[src/rtl/i2c_regfile_target.sv]
// I2C target exposing REG_COUNT 8-bit registers behind an auto-incrementing pointer; the top register is a read-only status byte.
// Optional 3-sample majority glitch filter on SCL/SDA enabled by defining I2C_GLITCH_FILTER_EN.
module i2c_regfile_target #(
    parameter logic [6:0] DEV_ADDR  = 7'h42,
    parameter int         REG_COUNT = 20
) (
    input  logic                   clock,
    input  logic                   reset,
    input  logic                   scl_in,
    input  logic                   sda_in,
    output logic                   sda_oe,
    input  logic [7:0]             parallel_in,
    output logic [8*REG_COUNT-1:0] registers_packed,
    output logic                   wr_strobe,
    output logic [6:0]             wr_index,
    output logic                   busy
);

    localparam logic [6:0] LAST_PTR = 7'(REG_COUNT - 1);
    localparam logic [8:0] COUNT9   = 9'(REG_COUNT);

    typedef enum logic [3:0] {
        S_IDLE, S_ADDR, S_ADDR_ACK, S_PTR, S_PTR_ACK,
        S_WDATA, S_WDATA_ACK, S_RDATA, S_RACK
    } state_t;

    logic r_scl_s1, r_scl_s2, r_sda_s1, r_sda_s2;
    logic w_scl, w_sda, r_scl_q, r_sda_q;

    // Two-flop synchronizers, reset to the idle-bus level.
    always_ff @(posedge clock or posedge reset) begin
        if (reset) begin
            r_scl_s1 <= 1'b1;
            r_scl_s2 <= 1'b1;
            r_sda_s1 <= 1'b1;
            r_sda_s2 <= 1'b1;
        end else begin
            r_scl_s1 <= scl_in;
            r_scl_s2 <= r_scl_s1;
            r_sda_s1 <= sda_in;
            r_sda_s2 <= r_sda_s1;
        end
    end

`ifdef I2C_GLITCH_FILTER_EN
    logic [1:0] r_scl_hist, r_sda_hist;
    logic       r_scl_flt, r_sda_flt;

    function automatic logic maj3(input logic a, input logic b, input logic c);
        return (a & b) | (a & c) | (b & c);
    endfunction

    // Majority of the current and two previous synchronized samples; single-clock pulses never win.
    always_ff @(posedge clock or posedge reset) begin
        if (reset) begin
            r_scl_hist <= 2'b11;
            r_sda_hist <= 2'b11;
            r_scl_flt  <= 1'b1;
            r_sda_flt  <= 1'b1;
        end else begin
            r_scl_hist <= {r_scl_hist[0], r_scl_s2};
            r_sda_hist <= {r_sda_hist[0], r_sda_s2};
            r_scl_flt  <= maj3(r_scl_s2, r_scl_hist[0], r_scl_hist[1]);
            r_sda_flt  <= maj3(r_sda_s2, r_sda_hist[0], r_sda_hist[1]);
        end
    end

    assign w_scl = r_scl_flt;
    assign w_sda = r_sda_flt;
`else
    assign w_scl = r_scl_s2;
    assign w_sda = r_sda_s2;
`endif

    // Previous-cycle bus levels for edge and condition detection.
    always_ff @(posedge clock or posedge reset) begin
        if (reset) begin
            r_scl_q <= 1'b1;
            r_sda_q <= 1'b1;
        end else begin
            r_scl_q <= w_scl;
            r_sda_q <= w_sda;
        end
    end

    logic w_scl_rise, w_scl_fall, w_start, w_stop;
    assign w_scl_rise = w_scl & ~r_scl_q;
    assign w_scl_fall = ~w_scl & r_scl_q;
    assign w_start    = w_scl & r_scl_q & r_sda_q & ~w_sda;
    assign w_stop     = w_scl & r_scl_q & ~r_sda_q & w_sda;

    state_t     r_state, w_state_nxt;
    logic [3:0] r_cnt, w_cnt_nxt;
    logic [7:0] r_shift, w_shift_nxt;
    logic [7:0] r_tx, w_tx_nxt;
    logic [6:0] r_ptr, w_ptr_nxt;
    logic       r_rw, w_rw_nxt;
    logic       r_acked, w_acked_nxt;
    logic       r_sda_oe, w_sda_oe_nxt;
    logic       r_busy, w_busy_nxt;
    logic       w_wr_en, w_cap_status;
    logic [7:0] w_byte_in, w_rd_byte;
    logic [6:0] w_ptr_inc;
    logic [8*REG_COUNT-1:0] r_regs;
    logic       r_wr_strobe;
    logic [6:0] r_wr_index;

    assign w_byte_in = {r_shift[6:0], w_sda};
    assign w_ptr_inc = (r_ptr == LAST_PTR) ? 7'd0 : r_ptr + 7'd1;

    // Byte presented for the next read; the status slot reads the live parallel_in.
    always_comb begin
        w_rd_byte = (r_ptr == LAST_PTR) ? parallel_in : 8'h00;
        for (int i = 0; i < REG_COUNT - 1; i++) begin
            w_rd_byte = w_rd_byte | ((r_ptr == 7'(i)) ? r_regs[8*i +: 8] : 8'h00);
        end
    end

    // Protocol state register.
    always_ff @(posedge clock or posedge reset) begin
        if (reset) begin
            r_state  <= S_IDLE;
            r_cnt    <= 4'd0;
            r_shift  <= 8'h00;
            r_tx     <= 8'h00;
            r_ptr    <= 7'd0;
            r_rw     <= 1'b0;
            r_acked  <= 1'b0;
            r_sda_oe <= 1'b0;
            r_busy   <= 1'b0;
        end else begin
            r_state  <= w_state_nxt;
            r_cnt    <= w_cnt_nxt;
            r_shift  <= w_shift_nxt;
            r_tx     <= w_tx_nxt;
            r_ptr    <= w_ptr_nxt;
            r_rw     <= w_rw_nxt;
            r_acked  <= w_acked_nxt;
            r_sda_oe <= w_sda_oe_nxt;
            r_busy   <= w_busy_nxt;
        end
    end

    // Next-state logic: bits sampled on SCL rise, SDA drive changed only on SCL fall.
    always_comb begin
        w_state_nxt  = r_state;
        w_cnt_nxt    = r_cnt;
        w_shift_nxt  = r_shift;
        w_tx_nxt     = r_tx;
        w_ptr_nxt    = r_ptr;
        w_rw_nxt     = r_rw;
        w_acked_nxt  = r_acked;
        w_sda_oe_nxt = r_sda_oe;
        w_busy_nxt   = r_busy;
        w_wr_en      = 1'b0;
        w_cap_status = 1'b0;
        if (w_stop) begin
            w_state_nxt  = S_IDLE;
            w_sda_oe_nxt = 1'b0;
            w_busy_nxt   = 1'b0;
        end else if (w_start) begin
            w_state_nxt  = S_ADDR;
            w_cnt_nxt    = 4'd0;
            w_sda_oe_nxt = 1'b0;
        end else begin
            case (r_state)
                S_ADDR, S_PTR, S_WDATA: begin
                    if (w_scl_rise) begin
                        w_shift_nxt = w_byte_in;
                        w_cnt_nxt   = r_cnt + 4'd1;
                        if (r_state == S_WDATA && r_cnt == 4'd7) begin
                            w_wr_en   = (r_ptr != LAST_PTR);
                            w_ptr_nxt = w_ptr_inc;
                        end else begin
                            w_ptr_nxt = r_ptr;
                        end
                    end else if (w_scl_fall && r_cnt == 4'd8) begin
                        if (r_state == S_ADDR) begin
                            if (r_shift[7:1] == DEV_ADDR) begin
                                w_state_nxt  = S_ADDR_ACK;
                                w_sda_oe_nxt = 1'b1;
                                w_rw_nxt     = r_shift[0];
                                w_busy_nxt   = 1'b1;
                            end else begin
                                w_state_nxt = S_IDLE;
                                w_busy_nxt  = 1'b0;
                            end
                        end else if (r_state == S_PTR) begin
                            // Out-of-range pointer: park in IDLE so every later byte is NACKed.
                            if ({1'b0, r_shift} < COUNT9) begin
                                w_ptr_nxt    = r_shift[6:0];
                                w_sda_oe_nxt = 1'b1;
                                w_state_nxt  = S_PTR_ACK;
                            end else begin
                                w_state_nxt = S_IDLE;
                            end
                        end else begin
                            w_sda_oe_nxt = 1'b1;
                            w_state_nxt  = S_WDATA_ACK;
                        end
                    end else begin
                        w_cnt_nxt = r_cnt;
                    end
                end
                S_ADDR_ACK, S_RACK: begin
                    if (w_scl_rise) begin
                        w_acked_nxt = ~w_sda;
                    end else if (w_scl_fall) begin
                        w_cnt_nxt = 4'd0;
                        if ((r_state == S_ADDR_ACK && r_rw) || (r_state == S_RACK && r_acked)) begin
                            w_tx_nxt     = {w_rd_byte[6:0], 1'b0};
                            w_sda_oe_nxt = ~w_rd_byte[7];
                            w_cap_status = (r_ptr == LAST_PTR);
                            w_state_nxt  = S_RDATA;
                        end else if (r_state == S_ADDR_ACK) begin
                            w_sda_oe_nxt = 1'b0;
                            w_state_nxt  = S_PTR;
                        end else begin
                            w_sda_oe_nxt = 1'b0;
                            w_state_nxt  = S_IDLE;
                        end
                    end else begin
                        w_acked_nxt = r_acked;
                    end
                end
                S_PTR_ACK, S_WDATA_ACK: begin
                    if (w_scl_fall) begin
                        w_sda_oe_nxt = 1'b0;
                        w_cnt_nxt    = 4'd0;
                        w_state_nxt  = S_WDATA;
                    end else begin
                        w_state_nxt = r_state;
                    end
                end
                S_RDATA: begin
                    if (w_scl_rise) begin
                        w_cnt_nxt = r_cnt + 4'd1;
                    end else if (w_scl_fall && r_cnt == 4'd8) begin
                        w_sda_oe_nxt = 1'b0;
                        w_ptr_nxt    = w_ptr_inc;
                        w_state_nxt  = S_RACK;
                    end else if (w_scl_fall) begin
                        w_sda_oe_nxt = ~r_tx[7];
                        w_tx_nxt     = {r_tx[6:0], 1'b0};
                    end else begin
                        w_tx_nxt = r_tx;
                    end
                end
                S_IDLE: begin
                    w_state_nxt = S_IDLE;
                end
                default: begin
                    w_state_nxt  = S_IDLE;
                    w_sda_oe_nxt = 1'b0;
                end
            endcase
        end
    end

    // Register file writes and status capture.
    always_ff @(posedge clock or posedge reset) begin
        if (reset) begin
            r_regs <= '0;
        end else begin
            for (int i = 0; i < REG_COUNT - 1; i++) begin
                if (w_wr_en && (r_ptr == 7'(i))) begin
                    r_regs[8*i +: 8] <= w_byte_in;
                end
            end
            if (w_cap_status) begin
                r_regs[8*(REG_COUNT-1) +: 8] <= parallel_in;
            end
        end
    end

    // Write notification, one cycle after the last data bit is sampled.
    always_ff @(posedge clock or posedge reset) begin
        if (reset) begin
            r_wr_strobe <= 1'b0;
            r_wr_index  <= 7'd0;
        end else begin
            r_wr_strobe <= w_wr_en;
            if (w_wr_en) begin
                r_wr_index <= r_ptr;
            end
        end
    end

    assign sda_oe           = r_sda_oe;
    assign busy             = r_busy;
    assign wr_strobe        = r_wr_strobe;
    assign wr_index         = r_wr_index;
    assign registers_packed = r_regs;

endmodule

[config.mk]
export PLATFORM = sky130hd
export DESIGN_NAME = i2c_regfile_target
export DESIGN_NICKNAME = d
export VERILOG_FILES = /design/src/rtl/i2c_regfile_target.sv
export SDC_FILE = /design/constraint.sdc
export NUM_CORES = 1
export LEC_CHECK = 0
export BUFFER_PORTS_ARGS = -buffer_cell sky130_fd_sc_hd__buf_4
export CAP_MARGIN = 40
export CORE_ASPECT_RATIO = 0.9
export CORE_MARGIN = 3
export CORE_UTILIZATION = 30
export DETAILED_ROUTE_END_ITERATION = 7
export SLEW_MARGIN = 20
export SYNTH_ARGS = -nofsm -noshare
export SYNTH_HDL_FRONTEND = slang
export SYNTH_SLANG_ARGS = --single-unit
export TNS_END_PERCENT = 10
[constraint.sdc]
create_clock -name clock -period 14.85 [get_ports clock]
set_input_delay 2.2275 -clock clock [delete_from_list [all_inputs] [get_ports clock]]
set_output_delay 2.2275 -clock clock [all_outputs]
set_load 0.01 [all_outputs]
==> impl_metrics.json <==
{
  "core_um2": 32200,
  "dp_slack_ns": 11.11,
  "antenna_cells": 0,
  "start_util": 0.307,
  "ant_nets": 0,
  "via_count": 7842,
  "area_delta_synth_final_pct": 26.0,
  "synth.yosys.seq_area_share": 0.527,
  "ir_worst_vdd_v": 0.0000763,
  "antenna_found_initial": 0,
  "viasPerCell": 5.53,
  "gp_congestion": 0.902,
  "reg2reg_from": "r_ptr[3]$_DFFE_PP0P_",
  "portBuffers": 181,
  "fp.dieH_um": 178,
  "synthCells": 830,
  "syn-num-nets": 848,
  "ff2ff_setup_slack_ns": 11.17,
  "ctsHoldBuffers": 0,
  "cts_max_level": 1,
  "rows": 62,
  "worstPathRequired_ns": 15.25,
  "start_kind": "flop",
  "fin_ws_ns": 11.17,
  "drc": 0,
  "max_slew.worst_pin.slew_ns": 0.921,
  "synth-edff-count": 0,
  "yosysUniqueCellTypes": 64,
  "placedCellCount": 1373,
  "cts_tree": "done",
  "post-route-min-period_ns": 3.68,
  "cp-end-kind": "flop",
  "cts_sinks": 208,
  "grt_overflow_total": 0,
  "hold_depth": 0,
  "post_cts_resize_count": 0,
  "clk_pin_slew_ns": 0.06,
  "r2r.worst_path.cells": 6,
  "leakage_uw": 0.00619,
  "num_io_pins": 182,
  "relSlewSlack": 0.381,
  "yosysWarnings": 0,
  "crit_path_max_fanout": 22,
  "final_cell_count_no_fill": 1417,
  "wl_per_cell_um": 25.2,
  "drt_iter0_markers": 796,
  "cts.root.buffer_cell": "clkbuf_16",
  "async_flop_share": 1.00,
  "holdPathEnd": "r_sda_s2$_DFF_PP1_",
  "grt_pass1_vias": 7697,
  "maxSlewViolCount": 0,
  "clockBufferDepth": 3,
  "ys_seq_elements": 208,
  "drive_gt1_frac": 0.429,
  "die_area_um2": 35200,
  "hold_viol_final": 0,
  "synthesis.area_um2": 9890,
  "grt_pass1_wl_um": 52100,
  "grt_max_degree": 78,
  "postRouteWirelength_um": 35700,
  "finalSetupViolations": 0,
  "hold_class": "reg2reg",
  "status": "complete, no violations",
  "first_pass_iters": 6,
  "powerDensity_nw_per_um2": 117,
  "drv_cap": 0,
  "fmax_mhz": 272,
  "cts_buffers": 23,
  "synth.avg_cell_area_um2": 11.9,
  "synth_ff_type": "dfrtp_1",
  "die_x_um": 197,
  "hpwl_um": 25900,
  "cts_setup_buffers": 0,
  "fin_crit_sh": 0.248,
  "rsz0062_at_grt": "false",
  "insertion_delay_ns": 0.53,
  "reg2reg_to": "registers_packed[116]$_DFFE_PP0P_",
  "critPathKind": "reg2reg",
  "nets": 1002,
  "grtUsageTotal": 0.198,
  "final.setup_skew_ns": 0.0233,
  "min-delay-start": "r_sda_s1$_DFF_PP1_",
  "worstPathArrival_ns": 4.08,
  "fin_tns_setup_ns": 0
}
-- flip-flops by register name, summed over array words and instances (netlist names), 4 cells and up --
signal            cells
r_cnt                 4
r_ptr                 7
r_shift               8
r_state               4
r_tx                  7
registers_packed    160
wr_index              7
-- area by class of cell --
type | instances | area [um2]
Tap cell | 416 | 520
Sequential cell | 208 | 5210
Clock buffer | 34 | 707
Timing Repair Buffer | 203 | 1610
Fill cell | 3151 | 19700
Multi-Input combinational cell | 536 | 4280
Inverter | 12 | 52.6
Clock inverter | 8 | 82.6
-- stage by stage --
| stage | cell area, um2 | hold slack [ns] | power (uW) | utilization |
|---|---|---|---|---|
| after CTS | 12400 | 0.355 | 1460 | 0.386 |
| after global routing | 12500 | 0.357 | 1510 | 0.387 |
| after global placement | 11500 | 0.347 | 850 | 0.357 |
| final | 12500 | 0.355 | 1460 | 0.387 |
| after detailed placement | 11700 | 0.347 | 872 | 0.362 |
| after floorplan | 9890 | 0.345 | 756 | - |
-- cells by family after synthesis --
logic type	Yosys count	share of synthesized area
AOI/OAI and AO/OA	147	0.104
xor gates and xnor gates	2	0.00177
adders and majority gates	6	0.00759
buffers and inverters	86	0.0408
DFF	208	0.527
muxes	178	0.202
and+or+nand+nor	203	0.118
-- cell usage after synthesis (all sizes together) (4+ instances only) --
library cell / n / area share
a32o: 4 / 0.0040
a22o: 4 / 0.0035
a2111oi: 6 / 0.0053
mux2: 170 / 0.19
buf: 45 / 0.025
ha: 6 / 0.0076
dfrtp: 202 / 0.51
o31ai: 7 / 0.0053
and3: 29 / 0.019
nand3: 31 / 0.016
a21oi: 22 / 0.011
nand4: 4 / 0.0025
o21ai: 29 / 0.015
nor4: 4 / 0.0032
inv: 12 / 0.0046
o32ai: 4 / 0.0035
nor3: 13 / 0.0094
clkbuf: 29 / 0.011
a31oi: 5 / 0.0032
nand2b: 5 / 0.0032
a22oi: 41 / 0.031
nor4b: 5 / 0.0044
nor2b: 12 / 0.0078
nand3b: 5 / 0.0038
and2: 25 / 0.016
dfstp: 6 / 0.016
a222oi: 7 / 0.0071
nor2: 23 / 0.0087
nand2: 34 / 0.013
mux2i: 8 / 0.0081
-- power breakdown --
group | leakage (uW) | switching (uW) | internal [uW]
clock network | 0.000394 | 240 | 348
logic | 0.00297 | 164 | 72.5
registers | 0.00282 | 49.2 | 585
-- worst max-delay path by stage --
stage                          from                                end  slack, ns  cells after the start
2_1_floorplan                 reset                   busy$_DFFE_PP0P_       6.95                      1
3_3_place_gp                  reset               r_cnt[3]$_DFFE_PP0P_      10.74                      3
3_5_place_dp         parallel_in[7]                 sda_oe$_DFFE_PP0P_      11.11                      6
4_1_cts          r_scl_s2$_DFF_PP1_   registers_packed[46]$_DFFE_PP0P_      11.14                      6
5_1_grt        r_ptr[3]$_DFFE_PP0P_   registers_packed[43]$_DFFE_PP0P_      10.96                      6
6_report       r_ptr[3]$_DFFE_PP0P_  registers_packed[116]$_DFFE_PP0P_      11.17                      6
-- critical path, stage by stage, from the launching register on --
cell     delay (ns)
dfrtp_1        0.63
nor4_2         0.72
and3_1         0.57
or2_1          0.48
inv_2          0.30
and2_1         0.48
mux2_2         0.38
-- cell usage in the layout (no fill, tap or decap), drive strengths merged, types with 4 or more instances in the layout --
cell type  instances
nor4               4
nand2b             5
nand2             34
a2111oi            6
a31oi              5
clkinv             5
and2              25
o31ai              7
clkbuf            35
o21ai             29
inv               13
nor2              23
nor4b              5
nor3              13
mux2             170
a22o               4
mux2i              8
nand4              4
a222oi             7
dfstp              6
and3              29
a32o               4
buf              202
ha                 6
o32ai              4
dfrtp            202
nand3b             5
nand3             31
a22oi             41
a21oi             22
nor2b             12
-- layer usage --
layer / vias up / track usage / part of all wire
li1: 3358 / - / -
met1: 4040 / 0.287 / 0.44
met2: 384 / 0.309 / 0.45
met3: 60 / 0.0346 / 0.080
met4: 0 / 0.0490 / 0.026
met5: - / 0 / 0
No activity file was read; power rests on OpenSTA's default activity.
